<file path="src/rtl/mem_wb_stage.sv">
// Memory stage plus MEM/WB pipeline register with a req/ack data-memory handshake.
// Optional trace capture of PC/instruction-valid is enabled by MEM_WB_DEBUG_TRACE_EN.
module mem_wb_stage #(
    parameter int ADDR_W = 32,
    parameter int DATA_W = 32
) (
    input  logic              clk,
    input  logic              rst,
    input  logic [1:0]        wd_sel_i,
    input  logic              rf_we_i,
    input  logic              dram_we_i,
    input  logic [4:0]        wR_i,
    input  logic [DATA_W-1:0] wD_i,
    input  logic [DATA_W-1:0] aluc_i,
    input  logic [DATA_W-1:0] rd2_i,
    output logic              mem_req_o,
    output logic              mem_we_o,
    output logic [ADDR_W-1:0] mem_addr_o,
    output logic [DATA_W-1:0] mem_wdata_o,
    input  logic [DATA_W-1:0] mem_rdata_i,
    input  logic              mem_ack_i,
`ifdef MEM_WB_DEBUG_TRACE_EN
    input  logic [31:0]       debug_pc_i,
    input  logic              debug_have_inst_i,
    output logic [31:0]       debug_pc_o,
    output logic              debug_have_inst_o,
`endif
    output logic              stall_o,
    output logic              rf_we_o,
    output logic [4:0]        wR_o,
    output logic [DATA_W-1:0] wD_o
);

    typedef enum logic {IDLE, WAIT} state_t;
    state_t state;

    logic              mem_op;
    logic [DATA_W-1:0] nonmem_wd;
    logic              lat_rf_we;
    logic              lat_load;
    logic [4:0]        lat_wr;
    logic [DATA_W-1:0] lat_wd;
`ifdef MEM_WB_DEBUG_TRACE_EN
    logic [31:0]       lat_pc;
    logic              lat_have;
`endif

    assign mem_op    = dram_we_i | (rf_we_i & (wd_sel_i == 2'b01));
    assign nonmem_wd = (wd_sel_i == 2'b00) ? aluc_i : wD_i;
    // The ack cycle releases the stall so upstream advances on the completing edge.
    assign stall_o   = (state == WAIT) ? ~mem_ack_i : mem_op;

    always_ff @(posedge clk or posedge rst) begin
        if (rst) begin
            state       <= IDLE;
            mem_req_o   <= 1'b0;
            mem_we_o    <= 1'b0;
            mem_addr_o  <= '0;
            mem_wdata_o <= '0;
            rf_we_o     <= 1'b0;
            wR_o        <= '0;
            wD_o        <= '0;
            lat_rf_we   <= 1'b0;
            lat_load    <= 1'b0;
            lat_wr      <= '0;
            lat_wd      <= '0;
`ifdef MEM_WB_DEBUG_TRACE_EN
            debug_pc_o        <= '0;
            debug_have_inst_o <= 1'b0;
            lat_pc            <= '0;
            lat_have          <= 1'b0;
`endif
        end else begin
            case (state)
                IDLE: begin
                    if (mem_op) begin
                        state       <= WAIT;
                        mem_req_o   <= 1'b1;
                        mem_we_o    <= dram_we_i;
                        mem_addr_o  <= aluc_i[ADDR_W-1:0];
                        mem_wdata_o <= rd2_i;
                        lat_rf_we   <= rf_we_i;
                        lat_load    <= (wd_sel_i == 2'b01);
                        lat_wr      <= wR_i;
                        lat_wd      <= nonmem_wd;
                        rf_we_o     <= 1'b0;
`ifdef MEM_WB_DEBUG_TRACE_EN
                        lat_pc            <= debug_pc_i;
                        lat_have          <= debug_have_inst_i;
                        debug_have_inst_o <= 1'b0;
`endif
                    end else begin
                        rf_we_o <= rf_we_i;
                        wR_o    <= wR_i;
                        wD_o    <= nonmem_wd;
`ifdef MEM_WB_DEBUG_TRACE_EN
                        debug_pc_o        <= debug_pc_i;
                        debug_have_inst_o <= debug_have_inst_i;
`endif
                    end
                end
                WAIT: begin
                    if (mem_ack_i) begin
                        state     <= IDLE;
                        mem_req_o <= 1'b0;
                        rf_we_o   <= lat_rf_we;
                        wR_o      <= lat_wr;
                        wD_o      <= lat_load ? mem_rdata_i : lat_wd;
`ifdef MEM_WB_DEBUG_TRACE_EN
                        debug_pc_o        <= lat_pc;
                        debug_have_inst_o <= lat_have;
`endif
                    end else begin
                        rf_we_o <= 1'b0;
`ifdef MEM_WB_DEBUG_TRACE_EN
                        debug_have_inst_o <= 1'b0;
`endif
                    end
                end
                default: state <= IDLE;
            endcase
        end
    end

endmodule
</file>
<file path="config.mk">
export PLATFORM = sky130hd
export DESIGN_NAME = mem_wb_stage
export DESIGN_NICKNAME = d
export VERILOG_FILES = /design/src/rtl/mem_wb_stage.sv
export SDC_FILE = /design/constraint.sdc
export NUM_CORES = 1
export LEC_CHECK = 0
export ABC_AREA = 1
export BUFFER_PORTS_ARGS = -buffer_cell sky130_fd_sc_hd__clkbuf_2
export CAP_MARGIN = 20
export CORE_ASPECT_RATIO = 0.8
export CORE_MARGIN = 2
export CORE_UTILIZATION = 43
export DETAILED_ROUTE_END_ITERATION = 10
export PLACE_DENSITY = 0.78
export SETUP_SLACK_MARGIN = 0.05
export SLEW_MARGIN = 20
export SYNTH_ARGS = -nofsm -noshare
export SYNTH_HDL_FRONTEND = slang
export SYNTH_SLANG_ARGS = --single-unit
</file>
<file path="constraint.sdc">
create_clock -name clk -period 4.1 [get_ports clk]
set_input_delay 0.205 -clock clk [delete_from_list [all_inputs] [get_ports clk]]
set_output_delay 0.205 -clock clk [all_outputs]
set_load 0.1 [all_outputs]
</file>
**Word level (Yosys, flattened, before mapping)**

Index checks and enable logic that the tools add are counted.

- Register bits after elaboration: 144
- Bits of input ports: 140
- Word-level logic and storage cells: 42

- Eq/ne operators: 4
- Muxes and demuxes: 18
- Bitwise logic cells: 4
- Reductions and logical operators: 4

Operators with widths:

| kind | count |
|---|---|
| 32-bit 2-to-1 mux | 4 |
| 32-bit one-hot mux with 2 select lines | 1 |
| 5-bit 2-to-1 mux | 2 |
| 5-bit one-hot mux with 2 select lines | 1 |
| 1-bit 2-to-1 mux | 7 |
| 2-bit != test, second input constant | 3 |
| 1-bit one-hot mux with 2 select lines | 3 |
| 2-bit AND reduction | 3 |
| 2-bit by 1-bit == test with 1-bit output, second input constant | 1 |
| 2-bit zero test | 1 |
| 1-bit NOT | 2 |
| 1-bit bitwise AND | 1 |
| 1-bit OR | 1 |

**Longest topological paths before layout**

Gate-level depths: netlist of the first run.

- Depth after elaboration: 5
- Depth in mapped cells: 8

**Worst setup path before layout of the first run**

OpenSTA, ideal clock, no wires.

- Path kind: flip-flop to output port
- From: reg state
- To: out stall_o
- Data arrival time: 1.534 ns
- Path slack: 2.361 ns
- Stages on the path, launching flop included: 7
- Path buffers: 2
- Cells stage by stage: dfrtp_1 -> inv_2 -> nand3_1 -> nand2_1 -> buf_4 -> buf_2 -> inv_1

- Word-level cells in the longest chain between the ends: 1

Ends and longest elaborated chain:

| item | RTL line | source |
|---|---|---|
| start: declaration | 35 | `state_t state;` |
| start signal: assignment | 55 | `state <= IDLE;` |
| start signal: assignment | 77 | `state <= WAIT;` |
| start signal: assignment | 104 | `state <= IDLE;` |
| 1-bit 2-to-1 mux | 51 | `assign stall_o = (state == WAIT) ? ~mem_ack_i : mem_op;` |
| end: declaration | 28 | `output logic stall_o,` |

No other way between the ends.

**Worst setup path in the final report of the first run**

Same ends and word-level chain as after synthesis.

==> results of run 1 <==
==> area by class of cell <==
cell class	count	area, um^2
inverter	110	418
sequential	144	3600
clock inverter	14	229
multi-input combinational	660	2740
clock buffer	18	429
tap	215	269
timing repair buffer	251	1300
fill	1508	6910
antenna	1	2.50
==> worst reg2reg max path, cell delays in order, from the launching register on <==
cell,delay (ns)
dfrtp_1,0.60
clkinv_2,0.66
nand2_4,0.99
buf_12,0.38
o21ai_0,0.19
==> layer usage <==
metal,global-route usage,share of wire,vias to the layer above
met2,0.356,0.46,242
met3,0.0471,0.061,23
li1,-,-,3391
met4,0.0739,0.013,0
met1,0.325,0.46,3128
met5,0,0,-
==> worst paths after layout <==
path | from | end | slack [ns]
worst max-delay path | state | stall_o | 0.61
worst min-delay path | rst | mem_addr_o[30] | 0.005
worst max register to register | state | lat_wd[21] | 1.15
worst min register to register | mem_wdata_o[18] | mem_wdata_o[18] | 0.47
max in group asynchronous | rst | lat_load | 3.49
min in group clk | rd2_i[30] | mem_wdata_o[30] | 0.02
==> cell families (layout without fill, tap and decap cells) <==
| family | Yosys count | in the layout | share of synthesized area |
|---|---|---|---|
| other | 0 | 1 | 0 |
| flip-flops | 144 | 144 | 0.511 |
| AO/OA/AOI/OAI | 80 | 80 | 0.0567 |
| AND/OR/NAND/NOR | 580 | 580 | 0.328 |
| buffers and inverters | 168 | 393 | 0.104 |
==> placed cells by master, fill, tap and decap left out, drive strengths merged <==
| master | count |
|---|---|
| clkbuf | 262 |
| nor2 | 63 |
| bufinv | 5 |
| diode | 1 |
| nand2 | 414 |
| o21ai | 79 |
| buf | 7 |
| clkinvlp | 3 |
| a21oi | 1 |
| inv | 112 |
| clkinv | 4 |
| nand3 | 103 |
| dfrtp | 144 |
==> stage by stage <==
| step | setup slack [ns] | total power [uW] |
|---|---|---|
| 5_1_grt | 0.361 | 7570 |
| 6_report | 0.610 | 7240 |
| 4_1_cts | 0.579 | 7280 |
| 2_1_floorplan | 2.09 | 4930 |
| 3_5_place_dp | 1.07 | 5540 |
| 3_3_place_gp | 1.09 | 5500 |
==> power breakdown <==
| part | total (uW) | switching [uW] | internal [uW] |
|---|---|---|---|
| Sequential | 2080 | 259 | 1820 |
| Combinational | 3440 | 2900 | 531 |
| Clock | 1730 | 632 | 1090 |
| Total | 7240 | 3800 | 3440 |
==> state kept, by name, summed over array words and instances, names as in the netlist <==
name         cells
wR_o             5
rf_we_o          1
lat_load         1
mem_req_o        1
lat_rf_we        1
lat_wr           5
mem_we_o         1
wD_o            32
state            1
mem_wdata_o     32
mem_addr_o      32
lat_wd          32
==> results_dict.tcl, run 1 <==
set metrics [dict create \
    status "finished, final reports clean" \
    synth-seq-cells 144 \
    dp.cells 1380 \
    post_drt_wl_per_cell_um 13.9 \
    vias 6784 \
    drt_iter0_markers 517 \
    final.setup.tns_ns 0 \
    synth_nets 1112 \
    place_congestion 0.805 \
    critPathCaptureType "primary output" \
    cts_inserted_buffers 17 \
    fin_cells 1413 \
    htreeDepth 4 \
    yosys-top-cells-area "dfrtp_1 (51%), nand2_1 (22%), nand3_1 (7.2%), inv_1 (5.8%), o21ai_0 (4.4%)" \
    cellLeakagePower_uw 0.00536 \
    placed_area_um2 8330 \
    die_x_um 147 \
    ys_seq_area_frac 0.511 \
    synthCells 972 \
    clkLatencyLatePin_ns 0.41 \
    hpwl_mm 12.8 \
    postCtsHoldBufs 0 \
    grt_use_total 0.230 \
    yosysTopAreaCell "dfrtp_1" \
    crit_slowest_cell "clkinv_2" \
    required_ns 3.89 \
    p_per_area_nw_per_um2 805 \
    yosysMostFrequentCell "nand2_1" \
    ys_types 16 \
    holdWs_ns 0.00514 \
    cts.path.max_buffers 2 \
    postLayoutCoreUtil 0.565 \
    avgSynthCellArea_um2 7.26 \
    viasPerCell 4.80 \
    drt_wl_total_mm 19.7 \
    vdd_drop_max_mv 0.471 \
    synth_top_area_frac 0.511 \
    tightestPinTransition_ns 0.948 \
    critPathMaxStageDelay_ns 0.66 \
    slew_headroom 0.367 \
    die_h_um 119 \
    start_util 0.444 \
    antenna_found_initial 1 \
    synth_edf_count 0 \
    drv_cap 0 \
    synth_warnings 0 \
    layout-drive-gt1-share 0.244 \
    core_um2 15900 \
    async_flop_share 1.00 \
    netlist_area_um2 7060 \
    ant_nets 0 \
    synthTopCellsByCount "nand2_1 (412), dfrtp_1 (144), inv_1 (109), nand3_1 (102), nor2_1 (63)" \
    floorplan.rows 41 \
    fin_crit_sh 0.851 \
    grt_pass1_wl_mm 32.1 \
    hold_path_class "in2async" \
    die-area_um2 17500 \
    clk_pin_slew_ns 0.06 \
    criticalPathCategory "reg2out" \
    post_cts_resized 0 \
    grt_max_degree 145 \
    grt.overflow.total 0 \
    synth-main-ff-cell "dfrtp_1" \
    tritoncts "done" \
    path_depth 5 \
    min_period_ns 3.49 \
    path_cells "clkinv_2, nand3_2, nand2_2, inv_1, clkbuf_2" \
    cts_root_buf "clkbuf_16" \
    report.final.slew_viol_count 0 \
    cts_setup_buffers 0 \
    fin_area_um2 8990 \
    io_pins 245 \
    finalSetupViolCount 0 \
    fmax_mhz 286 \
    crit_path_start_kind "register" \
    first_global_vias 6426 \
    ff2ff_path_depth 4 \
    drc_errors 0 \
    arrival_ns 3.29 \
    rsz0062_at_grt "false" \
    port_buffers 244 \
    crit_buf_inv 3 \
    firstDrtPassIters 5 \
    path_max_fanout 47 \
    syn_to_final_growth_pct 27.4 \
    fin_skew_ns 0.00711 \
    nets 1324 \
    cts.sinks 144 \
    crit_family "buffers and inverters" \
    hold_viol 0 \
]
No activity file was read; power rests on OpenSTA's default activity.
==> run 2: changes to the inputs <==
--- a/config.mk
+++ b/config.mk
@@ -12,7 +12,7 @@
 export CORE_MARGIN = 2
 export CORE_UTILIZATION = 43
 export DETAILED_ROUTE_END_ITERATION = 10
-export PLACE_DENSITY = 0.78
+export PLACE_DENSITY = 0.81
 export SETUP_SLACK_MARGIN = 0.05
 export SLEW_MARGIN = 20
 export SYNTH_ARGS = -nofsm -noshare
==> run 2 against run 1 <==
  * Routed wire length up 0.70%
  * Fmax is 23% higher
  * Power fell by 1.6%
  * Cell count up 0.28%
  * Global-route usage about the same
  * Flip-flop and latch count unchanged
  * Critical path depth increased by 1
  * First-iteration DRC count decreased by 25%
  * Register-to-register slack better by 0.65 ns
  * Design area decreased by 0.13%
  * Sequential power hardly changed
==> results_dict.tcl, run 2 (synthesis results as in run 1) <==
set metrics [dict create \
    layout_common_cells "nand2_1 (410), clkbuf_2 (244), dfrtp_1 (143)" \
    die_h_um 119 \
    min_period_ns 2.84 \
    postLayoutCoreUtil 0.565 \
    path_max_fanout 27 \
    critPathCaptureType "primary output" \
    grt_use_total 0.230 \
    p_per_area_nw_per_um2 793 \
    slew_headroom 0.347 \
    arrival_ns 2.63 \
    vdd_drop_max_mv 0.499 \
    final_common_cell "nand2_1" \
    crit_slowest_cell "dfrtp_1" \
    place_congestion 0.813 \
    hold_viol 0 \
    cellLeakagePower_uw 0.00536 \
    die-area_um2 17500 \
    cts_root_buf "clkbuf_16" \
    drt_wl_total_mm 19.8 \
    post_drt_wl_per_cell_um 14.0 \
    final.setup.tns_ns 0 \
    clk_pin_slew_ns 0.06 \
    core_um2 15900 \
    cts.sinks 144 \
    fmax_mhz 353 \
    port_buffers 244 \
    clkLatencyLatePin_ns 0.42 \
    timing.rr.end "lat_wd[20]" \
    firstDrtPassIters 7 \
    drt_iter0_markers 386 \
    antenna_found_initial 0 \
    finalSetupViolCount 0 \
    ff2ff_path_depth 4 \
    report.final.slew_viol_count 0 \
    cp-startpoint "state" \
    tritoncts "done" \
    hold_path_class "in2async" \
    critPathMaxStageDelay_ns 0.67 \
    io_pins 245 \
    diodes 0 \
    floorplan.rows 41 \
    required_ns 3.89 \
    layout-drive-gt1-share 0.244 \
    fin_crit_sh 0.692 \
    grt_pass1_wl_mm 32.2 \
    cts_setup_buffers 0 \
    first_global_vias 6467 \
    hpwl_mm 13.0 \
    cts_inserted_buffers 17 \
    rrSetupSlack_ns 1.80 \
    syn_to_final_growth_pct 27.3 \
    path_cells "clkinv_2, nand3_2, nand2_2, buf_4, inv_1, clkbuf_2" \
    grt.overflow.total 0 \
    start_util 0.444 \
    die_x_um 147 \
    drv_cap 0 \
    vias 6788 \
    status "finished, final reports clean" \
    ant_nets 0 \
    tightestPinTransition_ns 0.979 \
    cts.path.max_buffers 2 \
    rsz0062_at_grt "false" \
    criticalPathCategory "reg2out" \
    htreeDepth 4 \
    crit_path_start_kind "register" \
    fin_skew_ns 0.0104 \
    r2r-start "state" \
    drc_errors 0 \
    grt_max_degree 145 \
    viasPerCell 4.79 \
    nets 1329 \
]
[run 2: metrics by stage]
stage                     worst slack (ns)  total power, uW  std cells  hold WS [ns]  cell area [um^2]
final                                 1.26             7120       1417        0.0126              8980
after global routing                  1.13             7450       1417        0.0137              8980
after CTS                             1.29             7160       1417      0.000223              8980
after detailed placement              1.59             5540       1382         0.440              8340
after global placement                1.65             5500       1382         0.436              8340
after floorplan                       2.09             4930        972         0.349              7060
[run 2: cell type report]
class	instances	area [um^2]
clock inverter	12	158
timing repair buffer	256	1340
tap	215	269
sequential	144	3600
fill	1498	6920
multi-input combinational	660	2740
clock buffer	20	447
inverter	110	418
[run 2: report_power, final]
group | internal (uW) | switching, uW
registers | 1820 | 257
clock network | 977 | 621
logic | 536 | 2910
[run 2: repair_timing]
item	in CTS	in global routing
gates resized for setup	0	0
endpoints found under the hold margin	3	0
hold buffers	3	0
[run 2: routing by layer]
| metal | vias up | share of wire | GRT usage |
|---|---|---|---|
| li1 | 3399 | - | - |
| met4 | 0 | 0.013 | 0.0649 |
| met1 | 3114 | 0.44 | 0.310 |
| met3 | 23 | 0.076 | 0.0633 |
| met2 | 252 | 0.47 | 0.364 |
| met5 | - | 0 | 0 |
[run 2: worst max path at each step]
stage / endpoint / slack [ns] / depth (start not counted)
after floorplan: lat_load / 2.09 / 1
after global placement: mem_we_o / 1.65 / 8
after detailed placement: lat_wd[20] / 1.59 / 7
after CTS: stall_o / 1.29 / 6
after global routing: stall_o / 1.13 / 6
final: stall_o / 1.26 / 6
[run 2: critical path: cells and delay by family, from the launching register on]
| kind | cells | cell delay, ns |
|---|---|---|
| buffers and inverters | 4 | 1.19 |
| DFF | 1 | 0.67 |
| and+or+nand+nor | 2 | 0.33 |
